`src/rtl/adc733_frame_collector.sv`:
```
// adc733_frame_collector: strobes the ADC wrapper, gathers NCH samples per frame into ping-pong banks, streams them over valid/ready.
// Optional duplicate-sample detection is built when ADC733_COLLECT_CHKDUP_EN is defined.
module adc733_frame_collector #(
    parameter int SYNC_DIV = 100000,
    parameter int NCH      = 6,
    parameter int DW       = 16,
    parameter int TIMEOUT  = 4096
) (
    input  logic          clk,
    input  logic          rst_l,
    input  logic          enable,
    input  logic          err_clr,
    output logic          sync,
    input  logic          adc_op_mode,
    input  logic [DW-1:0] adc_data,
    input  logic          adc_rd_en,
    input  logic [2:0]    adc_channel,
    output logic [DW-1:0] out_data,
    output logic [2:0]    out_ch,
    output logic          out_valid,
    input  logic          out_ready,
    output logic          out_last,
    output logic [15:0]   frame_cnt,
    output logic          err_timeout,
    output logic          err_overflow,
    output logic          err_dup
);
    localparam int DVW = $clog2(SYNC_DIV);
    localparam int TOW = $clog2(TIMEOUT) + 1;

    typedef enum logic [1:0] {S_IDLE, S_WAIT, S_CAPTURE} state_t;

    state_t           state_q, state_d;
    logic [DVW-1:0]   div_q, div_d;
    logic [TOW-1:0]   to_cnt_q, to_cnt_d;
    logic [NCH-1:0]   mask_q, mask_d;
    logic [2:0]       rd_idx_q, rd_idx_d;
    logic [15:0]      frame_cnt_q, frame_cnt_d;
    logic [DW-1:0]    bank_q [2][NCH];
    logic [DW-1:0]    bank_d [2][NCH];
    logic             sync_q, sync_d, drop_q, drop_d, wr_sel_q, wr_sel_d;
    logic             wr_full_q, wr_full_d, rd_full_q, rd_full_d;
    logic             err_timeout_q, err_timeout_d, err_overflow_q, err_overflow_d;
    logic             tick, mask_full, complete, timeout, ch_ok, wr_en;
    logic             xfer, last_xfer, rd_free, swap_new, hold_new, overflow, swap_pend;
    logic [NCH-1:0]   ch_bit;

    // Frame bookkeeping: a completed frame goes to the read bank if it is free, is parked in
    // the write bank if not, and a frame captured while a frame is already parked is dropped.
    always_comb begin
        tick           = enable && div_q == DVW'(SYNC_DIV - 1);
        div_d          = (!enable || tick) ? '0 : div_q + 1'b1;
        mask_full      = mask_q == '1;
        complete       = state_q == S_CAPTURE && mask_full;
        timeout        = state_q == S_CAPTURE && !mask_full && to_cnt_q == TOW'(TIMEOUT - 1);
        ch_ok          = 32'(adc_channel) < NCH;
        ch_bit         = NCH'(1) << adc_channel;
        wr_en          = state_q == S_CAPTURE && !mask_full && adc_rd_en && ch_ok;
        xfer           = rd_full_q && out_ready;
        last_xfer      = xfer && rd_idx_q == 3'(NCH - 1);
        rd_free        = !rd_full_q || last_xfer;
        swap_new       = complete && !drop_q && rd_free;
        hold_new       = complete && !drop_q && !rd_free;
        overflow       = complete && drop_q;
        swap_pend      = wr_full_q && last_xfer;
        wr_sel_d       = wr_sel_q ^ (swap_new || swap_pend);
        wr_full_d      = hold_new || (wr_full_q && !last_xfer);
        rd_full_d      = swap_new || swap_pend || (rd_full_q && !last_xfer);
        rd_idx_d       = !xfer ? rd_idx_q : last_xfer ? 3'd0 : rd_idx_q + 3'd1;
        frame_cnt_d    = frame_cnt_q + 16'(last_xfer);
        err_timeout_d  = (err_timeout_q && !err_clr) || timeout;
        err_overflow_d = (err_overflow_q && !err_clr) || overflow;
    end

    // Capture FSM: strobe on a divider tick while waiting, collect samples until complete or timed out.
    always_comb begin
        state_d  = state_q;
        sync_d   = 1'b0;
        mask_d   = mask_q;
        to_cnt_d = to_cnt_q;
        drop_d   = drop_q;
        case (state_q)
            S_IDLE: state_d = enable ? S_WAIT : S_IDLE;
            S_WAIT: begin
                if (!enable) begin
                    state_d = S_IDLE;
                end else if (tick && adc_op_mode) begin
                    sync_d   = 1'b1;
                    mask_d   = '0;
                    to_cnt_d = '0;
                    drop_d   = wr_full_q && !last_xfer;
                    state_d  = S_CAPTURE;
                end
            end
            S_CAPTURE: begin
                to_cnt_d = to_cnt_q + 1'b1;
                mask_d   = wr_en ? mask_q | ch_bit : mask_q;
                state_d  = (complete || timeout) ? S_WAIT : S_CAPTURE;
            end
            default: state_d = S_IDLE;
        endcase
    end

    // Sample storage; writes are suppressed for a frame that is already doomed to be dropped.
    always_comb begin
        bank_d = bank_q;
        if (wr_en && !drop_q) bank_d[wr_sel_q][adc_channel] = adc_data;
    end

    // Control state registers with synchronous active-low reset.
    always_ff @(posedge clk) begin
        if (!rst_l) begin
            state_q        <= S_IDLE;
            div_q          <= '0;
            to_cnt_q       <= '0;
            mask_q         <= '0;
            rd_idx_q       <= '0;
            frame_cnt_q    <= '0;
            sync_q         <= 1'b0;
            drop_q         <= 1'b0;
            wr_sel_q       <= 1'b0;
            wr_full_q      <= 1'b0;
            rd_full_q      <= 1'b0;
            err_timeout_q  <= 1'b0;
            err_overflow_q <= 1'b0;
        end else begin
            state_q        <= state_d;
            div_q          <= div_d;
            to_cnt_q       <= to_cnt_d;
            mask_q         <= mask_d;
            rd_idx_q       <= rd_idx_d;
            frame_cnt_q    <= frame_cnt_d;
            sync_q         <= sync_d;
            drop_q         <= drop_d;
            wr_sel_q       <= wr_sel_d;
            wr_full_q      <= wr_full_d;
            rd_full_q      <= rd_full_d;
            err_timeout_q  <= err_timeout_d;
            err_overflow_q <= err_overflow_d;
        end
    end

    // Bank contents are pure datapath; validity is tracked by the full flags.
    always_ff @(posedge clk) begin
        bank_q <= bank_d;
    end

`ifdef ADC733_COLLECT_CHKDUP_EN
    logic err_dup_q, err_dup_d;

    // Flag a sample arriving for a channel already received in this frame.
    always_comb begin
        err_dup_d = (err_dup_q && !err_clr) || (wr_en && |(mask_q & ch_bit));
    end

    // Sticky duplicate flag register.
    always_ff @(posedge clk) begin
        err_dup_q <= !rst_l ? 1'b0 : err_dup_d;
    end

    assign err_dup = err_dup_q;
`else
    assign err_dup = 1'b0;
`endif

    assign sync         = sync_q;
    assign out_valid    = rd_full_q;
    assign out_data     = rd_full_q ? bank_q[~wr_sel_q][rd_idx_q] : '0;
    assign out_ch       = rd_idx_q;
    assign out_last     = rd_full_q && rd_idx_q == 3'(NCH - 1);
    assign frame_cnt    = frame_cnt_q;
    assign err_timeout  = err_timeout_q;
    assign err_overflow = err_overflow_q;
endmodule

```
`config.mk`:
```
export PLATFORM = sky130hd
export DESIGN_NAME = adc733_frame_collector
export DESIGN_NICKNAME = d
export VERILOG_FILES = /design/src/rtl/adc733_frame_collector.sv
export SDC_FILE = /design/constraint.sdc
export NUM_CORES = 1
export LEC_CHECK = 0
export CORE_MARGIN = 2
export CORE_UTILIZATION = 30
export CTS_CLUSTER_DIAMETER = 30
export CTS_CLUSTER_SIZE = 10
export DETAILED_ROUTE_END_ITERATION = 7
export GPL_ROUTABILITY_DRIVEN = 0
export PLACE_DENSITY_LB_ADDON = 0.3
export SETUP_SLACK_MARGIN = 0.2
export SLEW_MARGIN = 20
export SYNTH_ARGS = -nofsm -noshare
export SYNTH_HDL_FRONTEND = slang
export SYNTH_SLANG_ARGS = --single-unit
```
`constraint.sdc`:
```
create_clock -name clk -period 3.6 [get_ports clk]
set_input_delay 0.54 -clock clk [delete_from_list [all_inputs] [get_ports clk]]
set_output_delay 0.54 -clock clk [all_outputs]
set_load 0.05 [all_outputs]
```
==> flow_summary.ini <==
[synthesis]
syn_area_um2 = 10600
synth_edf_count = 192
synth_top_area_frac = 0.546
synthesis.nets = 795
postSynthAreaPerCell_um2 = 13.8
synthCells = 763
synth_area_leaders = edfxtp_1 55%, dfxtp_1 12%, mux2i_1 3.4%, mux4_2 3.4%, nor2_1 2.3%
yosys_warnings = 0
ys_ff_latch = 256
yosysTopAreaCell = edfxtp_1
synth_cell_types = 54
synth_ff_type = edfxtp_1
ys_seq_area_frac = 0.668
async_reset_ff_frac = 0

[worst_setup_path]
cp.arrival_ps = 2550
critical_path_class = reg2out
critPathMaxStageDelay_ps = 600
path_cells = buf_4 > nand2_1 > a32oi_1 > a32o_1 > buf_4
cpMaxStageDelayCell = buf_4
end_kind = output port
required_ps = 3060
worstPathMaxFanout = 65
start_kind = register
critPathMostFrequentCell = buf_4

[placed_design]
dp_slack_ps = 834
placed_cell_area_um2 = 11800
hpwl_um = 15500
portBuffers = 65

[global_routing]
grt_pass1_wl_um = 38100
antenna_found_initial = 0
track_usage = 0.136
grt_max_degree = 66
overflow = 0
first_global_vias = 6780

[route]
drt_pass1_iterations = 4
vias = 6657
ant_nets = 0
wire_per_inst_um = 18.3
drtIter0Drc = 418
vias_per_cell = 4.87
drt_wl_total_um = 25000
drc = 0

[layout]
num_antenna_cells = 0
seqCellArea_um2 = 7050
final_area_um2 = 13700
final_nets = 899
area_growth_pct = 29.9
drive_gt1_frac = 0.219
multiInputGateArea_um2 = 3300
n_fill_cell = 3231

[floorplanning]
die_y_um = 192
design.die.area_um2 = 36700
die_w_um = 192
start_util = 0.305
ios = 67
core_um2 = 34600
rows = 68

[clocking]
path_clk_slew_ps = 50
cts.sinks = 256
clk_path_buf_depth = 3
cts_root_buf = clkbuf_16
worstSkewPairLatency_ps = 560
cts_tree = yes
cts-htree-levels = 2
postCtsHoldBufs = 0
numCtsBuffers = 54

[timing]
finalClockSkew_ps = 29.5
fmax_ghz = 0.323
max_slew.worst_pin.slew_ps = 981
slew_headroom = 0.346
finalCriticalPeriod_ps = 3090
tns_ps = 0
setup_slack_ps = 506
finalSetupViolations = 0
fin_crit_sh = 0.860
hold_viol = 0
finalMaxSlewViolations = 0
worst_hold_slack_ps = 463
rsz0062_at_grt = no

[status]
outcome = completed

[hold_path]
holdCritPathClass = reg2reg

[power]
p_leak_nw = 4.37
power.density_nw_per_um2 = 604
power.total_mw = 8.28
ir_drop_uv = 387

[run]
cap_viol_max_count = 0
## logic make-up after synthesis
logic type	Yosys count	synth area share
flops	256	0.668
simple gates	227	0.111
compound gates	118	0.0794
mux	68	0.0854
buf+inv	56	0.0226
xor+xnor	31	0.0257
fa+ha+maj	6	0.00711
other cells	1	0.000355
## metal layers
| metal | track usage | wire (um) | vias to the layer above |
|---|---|---|---|
| li1 | - | - | 3158 |
| met1 | 0.160 | 10200 | 3305 |
| met2 | 0.235 | 12700 | 145 |
| met3 | 0.0334 | 1340 | 49 |
| met4 | 0.0607 | 717 | 0 |
| met5 | 0 | 0 | - |
## flip-flops by register name (all words and copies together) (netlist names), 2 cells and up
name       cells
bank_q       192
div_q         17
frame_cnt     16
to_cnt_q      13
mask_q         6
out_ch         3
state_q        2
## worst paths after layout
check         startpoint             to  slack [ps]  depth (start not counted)
max            out_ch[0]    out_data[8]         510                          5
min reg2reg  err_timeout    err_timeout         460                          2
min          err_timeout    err_timeout         460                          2
max reg2reg    out_ch[1]  frame_cnt[14]        1220                         10
## synth_stat cells, drive strengths merged (2+ instances only)
cell,count
nand2b,5
nor2,65
and4,2
nand3b,6
mux4,16
dfxtp,64
nand3,19
nor4bb,2
o21ba,3
clkbuf,26
buf,17
a31oi,2
or3,6
and2,3
or3b,2
xnor2,20
nor3b,2
mux2,16
nand2,42
nor3,12
nor4,13
a32oi,17
a211oi,17
nand4b,3
mux2i,36
o21ai,24
a21oi,25
edfxtp,192
o31ai,5
a32o,16
o211ai,2
xor2,11
nand4,16
o21a,3
inv,12
ha,6
and3,6
nor2b,19
## stage by stage
stage,util,std cells
6_report,0.396,1368
5_1_grt,0.396,1368
4_1_cts,0.395,1367
3_5_place_dp,0.340,1265
3_3_place_gp,0.340,1265
2_1_floorplan,-,763
## placed cells by master, fill, tap and decap left out, types with 7 or more instances in the layout
cell / count
a211oi_1: 17
a21oi_1: 25
a32o_1: 16
a32oi_1: 17
buf_4: 41
bufinv_16: 7
clkbuf_16: 54
clkdlybuf4s50_1: 48
clkinv_2: 9
clkinv_4: 7
clkinvlp_4: 12
dfxtp_1: 62
edfxtp_1: 192
inv_1: 12
mux2_2: 16
mux2i_1: 36
mux4_2: 16
nand2_1: 41
nand3_1: 19
nand4_1: 16
nor2_1: 54
nor2_2: 11
nor2b_1: 17
nor3_1: 12
nor4_1: 11
o21ai_0: 24
xnor2_1: 20
xor2_1: 11
## worst max-delay path: cells and delay by family, from the launching register on
family | cells | cell delay, ps
buffers and inverters | 2 | 810
AOI/OAI and AO/OA | 2 | 640
DFF | 1 | 370
and+or+nand+nor | 1 | 100
## report_power, final
group          total (mW)  switching (mW)  internal (mW)
clock                5.01            1.72           3.29
combinational      0.0935          0.0619         0.0317
sequential           3.18         0.00176           3.18
## timing repair
action,CTS,global route
gates resized for setup,0,0
setup endpoints to repair,0,6
hold endpoints to repair,0,0
buffers inserted,0,1
## layout make-up
type,count,area share
clock buffers,55,0.0989
clock inverters,47,0.0397
inverters,13,0.00356
multi-input cells,451,0.241
flip-flops and latches,256,0.515
well taps,455,0.0415
repair buffers,91,0.0605
Note: power is estimated with default switching activity, not from simulation.
